$ cat src/rtl/opti_in_pacer.sv
// opti_in_pacer: input sample pacer in front of the 4-stage SOS cascade.
// Samples are accepted over a valid/ready handshake and buffered in a small FIFO.
// They are released as one-cycle strobes spaced at least GAP cycles apart.
// Optional feature macro: OPTI_PACER_STATS_EN. It builds the saturating
// issued-sample counter; without it, sample_cnt is tied to zero.
module opti_in_pacer #(
   parameter int DW    = 24,
   parameter int DEPTH = 8,
   parameter int AW    = 3,
   parameter int GAP   = 8
) (
   input  logic                 clk,
   input  logic                 rst_n,
   input  logic signed [DW-1:0] s_data,
   input  logic                 s_valid,
   output logic                 s_ready,
   input  logic                 flush,
   output logic signed [DW-1:0] data_out,
   output logic                 data_valid_out,
   output logic [AW:0]          level,
   output logic                 bp_seen,
   output logic [15:0]          sample_cnt
);

   localparam int LW = AW + 1;
   localparam int GW = (GAP > 1) ? $clog2(GAP) : 1;

   logic [DW-1:0] mem_q [DEPTH];
   logic [AW-1:0] wr_ptr_q, wr_ptr_d;
   logic [AW-1:0] rd_ptr_q, rd_ptr_d;
   logic [LW-1:0] level_q, level_d;
   logic [GW-1:0] gap_cnt_q, gap_cnt_d;
   logic [DW-1:0] data_out_q, data_out_d;
   logic          dv_q, dv_d;
   logic          bp_q, bp_d;
   logic          wr_en_s;
   logic          issue_s;

   // Full is decided from the occupancy count alone; no write-through when full.
   assign s_ready        = (level_q != LW'(DEPTH));
   assign data_out       = data_out_q;
   assign data_valid_out = dv_q;
   assign level          = level_q;
   assign bp_seen        = bp_q;

   // Handshake and issue qualification; flush blocks both.
   always_comb begin
      wr_en_s = s_valid && s_ready && !flush;
      issue_s = (level_q != {LW{1'b0}}) && (gap_cnt_q == {GW{1'b0}}) && !flush;
   end

   // Next-state logic for pointers, occupancy, pacing timer, output stage and flag.
   always_comb begin
      wr_ptr_d   = wr_ptr_q;
      rd_ptr_d   = rd_ptr_q;
      level_d    = level_q;
      gap_cnt_d  = gap_cnt_q;
      data_out_d = data_out_q;
      dv_d       = 1'b0;
      bp_d       = bp_q;
      if (flush) begin
         wr_ptr_d  = {AW{1'b0}};
         rd_ptr_d  = {AW{1'b0}};
         level_d   = {LW{1'b0}};
         gap_cnt_d = {GW{1'b0}};
         bp_d      = 1'b0;
      end else begin
         if (wr_en_s) begin
            wr_ptr_d = wr_ptr_q + AW'(1);
         end else begin
            wr_ptr_d = wr_ptr_q;
         end
         if (issue_s) begin
            rd_ptr_d   = rd_ptr_q + AW'(1);
            data_out_d = mem_q[rd_ptr_q];
            dv_d       = 1'b1;
            gap_cnt_d  = GW'(GAP - 1);
         end else if (gap_cnt_q != {GW{1'b0}}) begin
            gap_cnt_d = gap_cnt_q - GW'(1);
         end else begin
            gap_cnt_d = gap_cnt_q;
         end
         case ({wr_en_s, issue_s})
            2'b10:   level_d = level_q + LW'(1);
            2'b01:   level_d = level_q - LW'(1);
            default: level_d = level_q;
         endcase
         if (s_valid && !s_ready) begin
            bp_d = 1'b1;
         end else begin
            bp_d = bp_q;
         end
      end
   end

   // Control and output registers.
   always_ff @(posedge clk or negedge rst_n) begin
      if (!rst_n) begin
         wr_ptr_q   <= {AW{1'b0}};
         rd_ptr_q   <= {AW{1'b0}};
         level_q    <= {LW{1'b0}};
         gap_cnt_q  <= {GW{1'b0}};
         data_out_q <= {DW{1'b0}};
         dv_q       <= 1'b0;
         bp_q       <= 1'b0;
      end else begin
         wr_ptr_q   <= wr_ptr_d;
         rd_ptr_q   <= rd_ptr_d;
         level_q    <= level_d;
         gap_cnt_q  <= gap_cnt_d;
         data_out_q <= data_out_d;
         dv_q       <= dv_d;
         bp_q       <= bp_d;
      end
   end

   // Sample storage; contents are only read behind the level count, so no reset.
   always_ff @(posedge clk) begin
      if (wr_en_s) begin
         mem_q[wr_ptr_q] <= s_data;
      end
   end

`ifdef OPTI_PACER_STATS_EN
   logic [15:0] cnt_q, cnt_d;

   // Saturating count of issued strobes, cleared by flush.
   always_comb begin
      cnt_d = cnt_q;
      if (flush) begin
         cnt_d = 16'h0000;
      end else if (issue_s && (cnt_q != 16'hFFFF)) begin
         cnt_d = cnt_q + 16'h0001;
      end else begin
         cnt_d = cnt_q;
      end
   end

   // Issued-sample counter register.
   always_ff @(posedge clk or negedge rst_n) begin
      if (!rst_n) begin
         cnt_q <= 16'h0000;
      end else begin
         cnt_q <= cnt_d;
      end
   end

   assign sample_cnt = cnt_q;
`else
   assign sample_cnt = 16'h0000;
`endif

endmodule
$ cat config.mk
export PLATFORM = sky130hd
export DESIGN_NAME = opti_in_pacer
export DESIGN_NICKNAME = d
export VERILOG_FILES = /design/src/rtl/opti_in_pacer.sv
export SDC_FILE = /design/constraint.sdc
export NUM_CORES = 1
export LEC_CHECK = 0
export BUFFER_PORTS_ARGS = -buffer_cell sky130_fd_sc_hd__buf_2
export CAP_MARGIN = 5
export CORE_MARGIN = 4
export CORE_UTILIZATION = 50
export DETAILED_ROUTE_END_ITERATION = 10
export PLACE_DENSITY = 0.68
export SYNTH_ARGS = -nofsm -noshare
export SYNTH_HDL_FRONTEND = slang
export SYNTH_SLANG_ARGS = --single-unit
export TNS_END_PERCENT = 30
$ cat constraint.sdc
create_clock -name clk -period 7.3 [get_ports clk]
set_input_delay 1.095 -clock clk [delete_from_list [all_inputs] [get_ports clk]]
set_output_delay 1.095 -clock clk [all_outputs]
set_load 0.02 [all_outputs]
---- Word level (Yosys, flattened, before mapping) ----
Memories as Yosys holds them, arrays and structs flattened. A register that Yosys moved wholly into a read port is not among the register bits.
Index checks and enable logic that the tools add are counted.
W data, S select, Z words.
cells by class
  add/sub/neg operators ................... 5
  equal/unequal tests ..................... 3
  muxes and demuxes ....................... 15
  bitwise operators ....................... 1
  reductions and logical operators ........ 17
operator list
  operator               number
  $mux W3                7
  $reduce_bool A3 Y1     3
  $pmux W4 S2            1
  $add A3 B1 Y3 const B  2
  $mux W1                6
  $reduce_bool A2 Y1     3
  $logic_and A1 B1 Y1    5
  $add A4 B1 Y4 const B  1
  $mux W4                1
  $ne A4 B4 Y1 const B   1
  $reduce_bool A4 Y1     1
  $sub A4 B1 Y4 const B  1
  $logic_not A1 Y1       3
  $logic_not A3 Y1       1
  $sub A3 B1 Y3 const B  1
  $eq A2 B1 Y1 const B   1
  $eq A2 B2 Y1 const B   1
  $reduce_and A2 Y1      1
  $not A1 Y1             1
storage, ports and cells
  bits in registers ....................... 15
  bits in writable memories ............... 192
  bits of input ports ..................... 28
  output and inout port bits .............. 47
  logic and storage cells ................. 48
  memories ................................ 1
memory list
  name   words  bits a word  rd ports  clocked after Yosys merged registers in  wr ports  RTL line  source
  mem_q  8      24           1         1                                        1         28        logic [DW-1:0] mem_q [DEPTH];

---- Logic depth before layout (Yosys ltp) ----
Gate-level depths: netlist of the first run.
  depth in word-level cells ............... 6
  gate-level depth with buffers ........... 10
  mapped depth without buffers ............ 10

---- Least setup slack after synthesis of the first run ----
No wires, ideal clock.
  path type ............................... input to register
  from .................................... in flush
  to ...................................... mem mem_q[0][0] (enable)
  data arrival time ....................... 3.334 ns
  data required time ...................... 6.865 ns
  slack ................................... 3.531 ns
  cell stages on the path ................. 3
  cell sequence ........................... clkbuf_8 -> or3_1 -> nor3_1
on the way
  cells in the longest elaborated chain, start to end .. 4
ends and longest elaborated chain
  item                           RTL line  source
  start: declaration             17        input logic flush,
  $logic_not A1 Y1               48        wr_en_s = s_valid && s_ready && !flush;
  $logic_and A1 B1 Y1            48
  $mux W1                        119       if (wr_en_s) begin
  $mux W1 (not written as such)  120       mem_q[wr_ptr_q] <= s_data;
  end: declaration               28
No other way between the ends.

---- Worst setup path in the final report of the first run ----
  from .................................... reg level_q[1] (netlist: level[1])
  to ...................................... reg level_q[3] (netlist: level[3])
on the way
  cells in the longest elaborated chain, start to end .. 6
ends and longest elaborated chain
  item                                                 RTL line  source
  start: declaration                                   31        logic [LW-1:0] level_q, level_d;
  start signal: assignment                             101       level_q <= {LW{1'b0}};
  start signal: assignment                             109       level_q <= level_d;
  $ne A4 B4 Y1 or $reduce_bool A4 Y1 (tied branches)   40, 49
  $logic_and A1 B1 Y1 (on tied branches) (2 in a row)  48, 49
  $eq A2 B1 Y1 or $eq A2 B2 Y1 (tied branches)         83        case ({wr_en_s, issue_s})
  $pmux W4 S2                                          83
  $mux W4                                              61        if (flush) begin
Parallel ways exist; a longest one is shown, timed or not.
A chain may end at the register's enable or synchronous reset.

==> out/qor.yml, run 1 <==
slowest_stage: "or4b_4"
cts_hold_buf: 0
final_area_um2: 10300
avgSynthCellArea_um2: 19.2
area_growth_pct: 14.0
design.die.area_um2: 20300
grt_max_degree: 51
initial_core_util_pct: 51.7
ys_ff_latch: 231
cts_buffers: 24
cts_resized: 0
cellPowerDensity_nw_per_um2: 333
synth_cells: 473
path_clk_slew_ns: 0.06
worst_pin_slew_ns: 1.04
port_buffers: 58
setup_ws_ns: 4.27
grt_pass1_vias: 4740
cp-endpoint: "level[3]$_DFFE_PN0P_"
fp.dieW_um: 143
slew_headroom_pct: 30.9
cts_setup_buffers: 0
place_area_um2: 9580
power_mw: 3.44
grt_setup_unrepaired: "false"
diodes: 0
syn_area_um2: 9060
via_per_inst: 5.51
setup_violations: 0
critical_path.cell_chain: "or4b_4, a2111oi_4, ha_1, o21ai_0, or2b_2, mux2i_1, o21ai_1, a32o_1"
synth.largest_area_cell: "edfxtp_1"
ys_types: 37
firstDrtPassIters: 4
hold_viol_final: 0
fin_worst_skew_ns: 0.00880
nNetsFinal: 580
path_class: "reg2reg"
cts.path.max_buffers: 3
rrSetupSlack_ns: 4.27
tns_ns: 0
gp_congestion: 0.764
finalCritPeriodShare_pct: 41.5
worstReg2RegStart: "level[1]$_DFFE_PN0P_"
drive_gt1_share_pct: 30.3
dieHeight_um: 143
multi_input_area_um2: 2140
drc: 0
fin_crit_ns: 3.03
final_cell_count_no_fill: 789
worst-path-buf-inv: 0
holdCritPathClass: "reg2reg"
regArea_um2: 6740
critPathMaxFanout: 9
first_iter_violations: 349
cts_sinks: 231
synth_area_leaders: "edfxtp_1 64%, mux4_2 12%, dfrtp_1 11%"
grt-ovfl-total: 0
leakage_nw: 3.58
cts_root_buf: "clkbuf_16"
cp.required_ns: 7.68
dp_slack_ns: 4.10
rows: 48
htreeDepth: 1
reg2reg_to: "level[3]$_DFFE_PN0P_"
hpwl_um: 9480
dp_cells: 745
grt_usage_pct: 16.9
timing.fmax_mhz: 330
core_um2: 17500
drt_wl_total_um: 16400
postRouteAntennaNets: 0
worst-path-stages: 8
critPathTopFamily: "simple AND/OR/NAND/NOR gates"
status: "finished, final reports clean"
critPathLaunchType: "register"
synth_warnings: 0
hold_ws_ns: 0.476
cp_slowest_stage_delay_ns: 0.65
report.final.slew_viol_count: 0
maxCapViolCount: 0
fillers: 1311
grt_antenna_before_repair: 1
crit_start: "level[1]$_DFFE_PN0P_"
yosysTopAreaCellShare_pct: 63.6
ys_seq_area_share_pct: 74.4
ios: 75
vias: 4348
cts_tree: "yes"
peakVddDrop_mv: 0.222
rr_worst_depth: 8
grt_pass1_wl_um: 26500
crit_arrival_ns: 3.41
fin_util_pct: 58.9
endpoint_kind: "register"
wl_per_cell_um: 20.8
clk_latency_ns: 0.50
final cells by class:
class	count	share of cell area, %
clock buffer	35	6.52
clock inverter	9	0.727
inverter	6	0.218
multi-input combinational	212	20.7
sequential	231	65.3
tap	225	2.73
timing repair buffer	71	3.76
layout by cell type, fill, tap and decap left out, types with 5 or more instances in the layout:
cell       Yosys  routed
dfrtp_1       39      37
buf_4         16      13
clkbuf_1      13       9
o21ai_0       19      19
buf_2          3      58
nor2_1        21      15
clkbuf_16      0      25
inv_1          6       6
mux4_2        48      48
clkinv_2       0       5
ha_1           6       6
nor2_2         0       6
o21ai_1        8       8
edfxtp_1     192     192
conb_1         1      16
nand2_1       31      31
mux2i_1       25      25
power by group:
group / internal [mW] / leakage, nW / total (mW) / switching [mW]
combinational: 0.269 / 0.990 / 0.676 / 0.407
clock: 0.676 / 0.365 / 1.14 / 0.468
sequential: 1.55 / 2.23 / 1.62 / 0.0701
how the worst min path moves through the flow:
stage                        startpoint                  endpoint  depth (start not counted)
2_1_floorplan  gap_cnt_q[0]$_DFFE_PN0P_  gap_cnt_q[0]$_DFFE_PN0P_                          1
3_3_place_gp   data_out[20]$_DFFE_PN0P_  data_out[20]$_DFFE_PN0P_                          2
3_5_place_dp   gap_cnt_q[0]$_DFFE_PN0P_  gap_cnt_q[0]$_DFFE_PN0P_                          1
4_1_cts        gap_cnt_q[0]$_DFFE_PN0P_  gap_cnt_q[0]$_DFFE_PN0P_                          1
5_1_grt         data_out[4]$_DFFE_PN0P_   data_out[4]$_DFFE_PN0P_                          2
6_report       gap_cnt_q[0]$_DFFE_PN0P_  gap_cnt_q[0]$_DFFE_PN0P_                          1
metal layers:
layer  up-vias  track usage, %  share of wire, %
met5         -               0             0.079
met4         2            3.35               1.0
met3        20            2.98               6.6
met2       129            28.1                49
met1      2227            23.9                43
li1       1970               -                 -
cell usage after synthesis (all sizes together):
cell type and instances:
edfxtp 192, mux4 48, dfrtp 39, nand2 32, o21ai 27, buf 25, mux2i 25, nor2 21
clkbuf 14, ha 6, inv 6, xor2 4, a211oi 3, a21oi 3, a31oi 3, nand2b 3
nor3 3, mux2 2, nand3 2, nor2b 2, nor4 2, or3 2, xnor2 2, a2111oi 1
a221oi 1, a32o 1, conb 1, o22ai 1, or2b 1, or4b 1
worst reg2reg max path: stages (launching register included):
cell,delay (ns)
dfrtp_1,0.49
or4b_4,0.65
a2111oi_4,0.49
ha_1,0.35
o21ai_0,0.09
or2b_2,0.31
mux2i_1,0.22
o21ai_1,0.09
a32o_1,0.23
logic make-up (layout without fill, tap and decap cells):
kind of cell / count (synthesis) / after routing / share of synthesized area, %
muxes: 75 / 75 / 14.9
xor gates and xnor gates: 6 / 6 / 0.580
adders and majority gates: 6 / 6 / 0.829
AOI/OAI and AO/OA: 40 / 40 / 2.76
DFF: 231 / 231 / 74.4
and+or+nand+nor: 69 / 69 / 3.59
buffers and inverters: 45 / 121 / 2.84
other: 1 / 16 / 0.0414
registers in the layout (all words and copies together) (netlist names):
signal and count:
gap_cnt_q 3, mem_q 192, data_out 24, level 4
data_valid_out 1, rd_ptr_q 3, bp_seen 1, wr_ptr_q 3
(Power assumes the default switching activity.)
==> run 2: changes to the inputs <==
PLACE_DENSITY = 0.7   (was 0.68)
clock period = 2.54 ns   (was 7.3 ns; I/O delays follow)
==> out/qor.yml, run 2 (same netlist as run 1, synthesis figures left out) <==
status: "complete, but fails checks"
violations: "negative setup slack"
final_cell_count_no_fill: 818  # +3.7%
report.final.slew_viol_count: 0  # unchanged
finalCritPeriodShare_pct: 101  # +59 points
leakage_nw: 3.75  # +4.8%
via_per_inst: 5.44  # -1.2%
tns_ns: -0.0148  # -0.0148 ns
top_register: "mem_q"
area_growth_pct: 18.2
drc: 0  # unchanged
place_area_um2: 9830  # +2.7%
initial_core_util_pct: 51.7  # unchanged
min-delay-start: "flush"
crit_arrival_ns: 2.94  # -0.47 ns
postRouteAntennaNets: 0  # unchanged
cp_slowest_stage_delay_ns: 0.57  # -0.08 ns
grt-ovfl-total: 0  # unchanged
power_mw: 10.3  # +200%
fin_crit_ns: 2.55  # -0.475 ns
peakVddDrop_mv: 0.794  # +260%
dp_cells: 766  # +2.8%
cts.path.max_buffers: 3  # unchanged
setup_ws_ns: -0.0148  # -4.29 ns
hpwl_um: 10700  # +12%
port_buffers: 58  # unchanged
critical_path.cell_chain: "or4b_4, a2111oi_4, ha_1, o21ai_1, or2b_4, mux2i_2, o21ai_1, a32o_1"
drt_wl_total_um: 17100  # +4.0%
dieHeight_um: 143  # unchanged
cellPowerDensity_nw_per_um2: 961  # +190%
holdCritPathClass: "in2reg"
nNetsFinal: 608  # +4.8%
core_um2: 17500  # unchanged
grt_pass1_vias: 4809  # +1.5%
htreeDepth: 1  # unchanged
maxCapViolCount: 0  # unchanged
grt_pass1_wl_um: 26900  # +1.2%
largest_register_ffs: 192  # unchanged
dp_slack_ns: -0.0597  # -4.16 ns
first_iter_violations: 248  # -29%
endpoint_kind: "register"
gp_congestion: 0.747  # -2.2%
timing.fmax_mhz: 391  # +19%
path_clk_slew_ns: 0.06  # about the same
design.die.area_um2: 20300  # unchanged
cts_buffers: 24  # unchanged
grt_max_degree: 50  # -2.0%
reg2reg_to: "level[3]$_DFFE_PN0P_"
grt_usage_pct: 17.4  # +0.49 points
cts_sinks: 231  # unchanged
grt_setup_unrepaired: "true"
rows: 48  # unchanged
cts_root_buf: "clkbuf_16"
drive_gt1_share_pct: 34.3  # +4.0 points
slowest_stage: "or4b_4"
wl_per_cell_um: 20.9  # +0.27%
cp.required_ns: 2.92  # -4.76 ns
cts_tree: "yes"
critPathLaunchType: "register"
rr_worst_depth: 8  # unchanged
ios: 75  # unchanged
worstReg2RegStart: "level[1]$_DFFE_PN0P_"
fin_worst_skew_ns: 0.00783  # -0.000979 ns
final_cell_mix: "192 x edfxtp_1, 58 x buf_2, 48 x mux4_2"
hold-path-endpoint: "rd_ptr_q[0]$_DFFE_PN0P_"
hold_ws_ns: 0.143  # -0.333 ns
crit_path_frequent_cell: "o21ai_1"
worst_pin_slew_ns: 0.571  # -0.465 ns
fin_util_pct: 61.0  # +2.2 points
fp.dieW_um: 143  # unchanged
rrSetupSlack_ns: -0.01  # -4.29 ns
firstDrtPassIters: 4  # unchanged
final_common_cell: "edfxtp_1"
slew_headroom_pct: 61.9  # +31 points
hold_viol_final: 0  # unchanged
setup_violations: 1  # +1
final_area_um2: 10700  # +3.7%
vias: 4454  # +2.4%
grt_antenna_before_repair: 2  # +1
whs_path_depth: 2  # +1
clk_latency_ns: 0.50  # about the same
path_class: "reg2reg"
critPathMaxFanout: 2  # -7
[run 2: worst max-delay path by stage]
stage	cells after the start	slack (ns)	to	startpoint
CTS	8	-0.02	level[3]$_DFFE_PN0P_	level[1]$_DFFE_PN0P_
floorplan	10	-0.27	level[3]$_DFFE_PN0P_	level[1]$_DFFE_PN0P_
global placement	8	-0.02	level[3]$_DFFE_PN0P_	level[2]$_DFFE_PN0P_
detailed placement	8	-0.06	level[3]$_DFFE_PN0P_	level[2]$_DFFE_PN0P_
finish	8	-0.01	level[3]$_DFFE_PN0P_	level[1]$_DFFE_PN0P_
global route	8	-0.12	level[3]$_DFFE_PN0P_	level[1]$_DFFE_PN0P_
[run 2: area by class of cell]
type                            instances  area, um^2
Fill cell                            1276        6830
Sequential cell                       231        6750
Multi-Input combinational cell        212        2170
Clock buffer                           35         683
Timing Repair Buffer                   99         676
Tap cell                              225         282
Clock inverter                          9         124
Inverter                                6        22.5
Antenna cell                            1        2.50
[run 2: timing repair]
| action | 4_1_cts | 5_1_grt |
|---|---|---|
| hold buffers | 1 | 0 |
| pin swaps | 1 | 1 |
| endpoints found under the hold margin | 23 | 0 |
| setup buffers | 2 | 4 |
| endpoints found under the setup margin | 1 | 12 |
| resized for setup | 0 | 2 |
[run 2: power breakdown]
part           leakage [nW]  total [mW]  internal [mW]  switching [mW]
logic                  1.14        2.15          0.923            1.22
registers              2.22        4.64           4.45           0.193
clock network         0.388        3.50           2.17            1.33
[run 2: routing by layer]
| metal | vias up | global-route usage, % | routed length, um |
|---|---|---|---|
| li1 | 2028 | - | - |
| met1 | 2271 | 23.3 | 7030 |
| met2 | 128 | 29.9 | 8690 |
| met3 | 25 | 3.11 | 1100 |
| met4 | 2 | 4.10 | 264 |
| met5 | - | 0 | 7 |
[run 2: critical path: cells and delay by family, from the launching register on]
family                   cells  cell delay (ns)
AND/OR/NAND/NOR              2             0.85
adder cells (fa/ha/maj)      1             0.29
AO/OA/AOI/OAI                4             0.74
flip-flops                   1             0.40
multiplexers                 1             0.16
==> run 3: changes to the inputs <==
SETUP_SLACK_MARGIN = 0.05   (was default)
==> out/qor.yml, run 3 (same netlist as run 1, synthesis figures left out) <==
endpoint_kind: "register"
drt_wl_total_um: 17000  # -0.44%
drc: 0  # unchanged
cts.path.max_buffers: 3  # unchanged
nNetsFinal: 604  # -0.66%
fin_crit_ns: 2.55  # -0.000847 ns
setup_ws_ns: -0.0139  # +0.000847 ns
peakVddDrop_mv: 0.798  # +0.49%
path_class: "reg2reg"
cts_root_buf: "clkbuf_16"
largest_register_ffs: 192  # unchanged
hpwl_um: 10700  # unchanged
grt_usage_pct: 17.4  # unchanged
area_growth_pct: 18.0
dieHeight_um: 143  # unchanged
postRouteAntennaNets: 0  # unchanged
wl_per_cell_um: 20.9  # about the same
grt-ovfl-total: 0  # unchanged
seqPwrFrac_pct: 45.1  # about the same
hold_ws_ns: 0.141  # -0.00272 ns
fp.dieW_um: 143  # unchanged
place_area_um2: 9830  # unchanged
hold_viol_final: 0  # unchanged
critPathMaxFanout: 2  # unchanged
cp_slowest_stage_delay_ns: 0.57  # about the same
grt_pass1_wl_um: 26900  # unchanged
pwr-share-comb_pct: 20.8  # about the same
firstDrtPassIters: 4  # unchanged
tns_ns: -0.0139  # +0.000847 ns
power.switching_mw: 2.76  # +0.53%
maxCapViolCount: 0  # unchanged
grt_setup_unrepaired: "true"
status: "complete, but fails checks"
report.final.slew_viol_count: 0  # unchanged
netSwitchingFraction_pct: 26.8  # +0.11 points
drive_gt1_share_pct: 34.4  # +0.063 points
cts_buffers: 24  # unchanged
cts_tree: "yes"
slew_headroom_pct: 22.5  # -39 points
fin_util_pct: 61.0  # -0.086 points
grt_pass1_vias: 4810  # +0.021%
port_buffers: 58  # unchanged
gp_congestion: 0.747  # unchanged
violations: "negative setup slack"
cp.required_ns: 2.93  # about the same
ios: 75  # unchanged
grt_antenna_before_repair: 2  # unchanged
crit_arrival_ns: 2.94  # about the same
final_common_cell: "edfxtp_1"
finalCritPeriodShare_pct: 101  # about the same
setup_violations: 1  # unchanged
cts_sinks: 231  # unchanged
path_clk_slew_ns: 0.06  # about the same
holdCritPathClass: "in2reg"
core_um2: 17500  # unchanged
critPathLaunchType: "register"
crit_path_frequent_cell: "o21ai_1"
rrSetupSlack_ns: -0.01  # about the same
critical_path.cell_chain: "or4b_4, a2111oi_4, ha_1, o21ai_1, or2b_4, mux2i_2, o21ai_1, a32o_1"
top_register: "mem_q"
clk_latency_ns: 0.50  # about the same
via_per_inst: 5.46  # +0.36%
vias: 4448  # -0.13%
worst_pin_slew_ns: 1.16  # +0.588 ns
fin_worst_skew_ns: 0.0103  # +0.00250 ns
clkPwrFrac_pct: 34.1  # about the same
grt_max_degree: 50  # unchanged
rows: 48  # unchanged
cellPowerDensity_nw_per_um2: 964  # +0.27%
final_area_um2: 10700  # -0.14%
timing.fmax_mhz: 392  # about the same
htreeDepth: 1  # unchanged
initial_core_util_pct: 51.7  # unchanged
design.die.area_um2: 20300  # unchanged
leakage_nw: 3.73  # -0.53%
internal_power_mw: 7.54  # about the same
final_cell_mix: "192 x edfxtp_1, 58 x buf_2, 48 x mux4_2"
slowest_stage: "or4b_4"
first_iter_violations: 256  # +3.2%
[run 3: metrics by stage]
step / power [mW] / setup WS, ns / std cells
after detailed placement: 6.89 / -0.0597 / 766
after CTS: 10.4 / -0.0172 / 813
after global placement: 6.81 / -0.0247 / 766
final: 10.3 / -0.0139 / 814
after global routing: 10.8 / -0.119 / 814
after floorplan: 6.14 / -0.272 / 488
[run 3: path summary, 6_finish.rpt]
kind                                            to  cells past startpoint                    start
max                           level[3]$_DFFE_PN0P_                      8     level[1]$_DFFE_PN0P_
min                          mem_q[6][6]$_DFFE_PP_                      1                s_data[6]
max reg2reg                   level[3]$_DFFE_PN0P_                      8     level[1]$_DFFE_PN0P_
min reg2reg                data_out[9]$_DFFE_PN0P_                      2  data_out[9]$_DFFE_PN0P_
max in group asynchronous  data_out[0]$_DFFE_PN0P_                      3                    rst_n
min in group asynchronous  rd_ptr_q[0]$_DFFE_PN0P_                      2                    rst_n
[run 3: final cells by class]
type                       count  area [um^2]
sequential                   231         6750
fill                        1277         6850
inverter                       6         22.5
multi-input combinational    212         2180
timing repair buffer          95          649
clock inverter                 9          124
antenna                        1         2.50
clock buffer                  35          683
tap                          225          282
[run 3: power groups by stage]
stage | clock network (mW) | logic [mW] | registers, mW
finish | 3.51 | 2.15 | 4.64
global route | 3.75 | 2.37 | 4.69
CTS | 3.58 | 2.18 | 4.65
detailed placement | 0 | 2.16 | 4.73
global placement | 0 | 2.10 | 4.71
floorplan | 0 | 1.18 | 4.96
[run 3: critical path: cells and delay by family (launching register included)]
family	cells	cell delay (ns)
AO/OA/AOI/OAI	4	0.74
adder cells (fa/ha/maj)	1	0.29
flip-flops	1	0.40
AND/OR/NAND/NOR	2	0.85
multiplexers	1	0.16
[run 3: what timing repair did]
action,4_1_cts,5_1_grt
resized for setup,1,5
hold buffers,1,0
setup endpoints to repair,2,24
hold endpoints to repair,23,0
pin swaps,1,0
gates cloned,0,0
buffers inserted,2,0
[run 3: metal layers]
| metal | part of all wire (%) | routed length, um | GRT usage (%) | up-vias |
|---|---|---|---|---|
| met2 | 51 | 8700 | 29.9 | 132 |
| met5 | 0.041 | 7 | 0 | - |
| met1 | 41 | 6940 | 23.3 | 2264 |
| met3 | 6.5 | 1110 | 3.11 | 25 |
| li1 | - | - | - | 2025 |
| met4 | 1.6 | 264 | 4.10 | 2 |
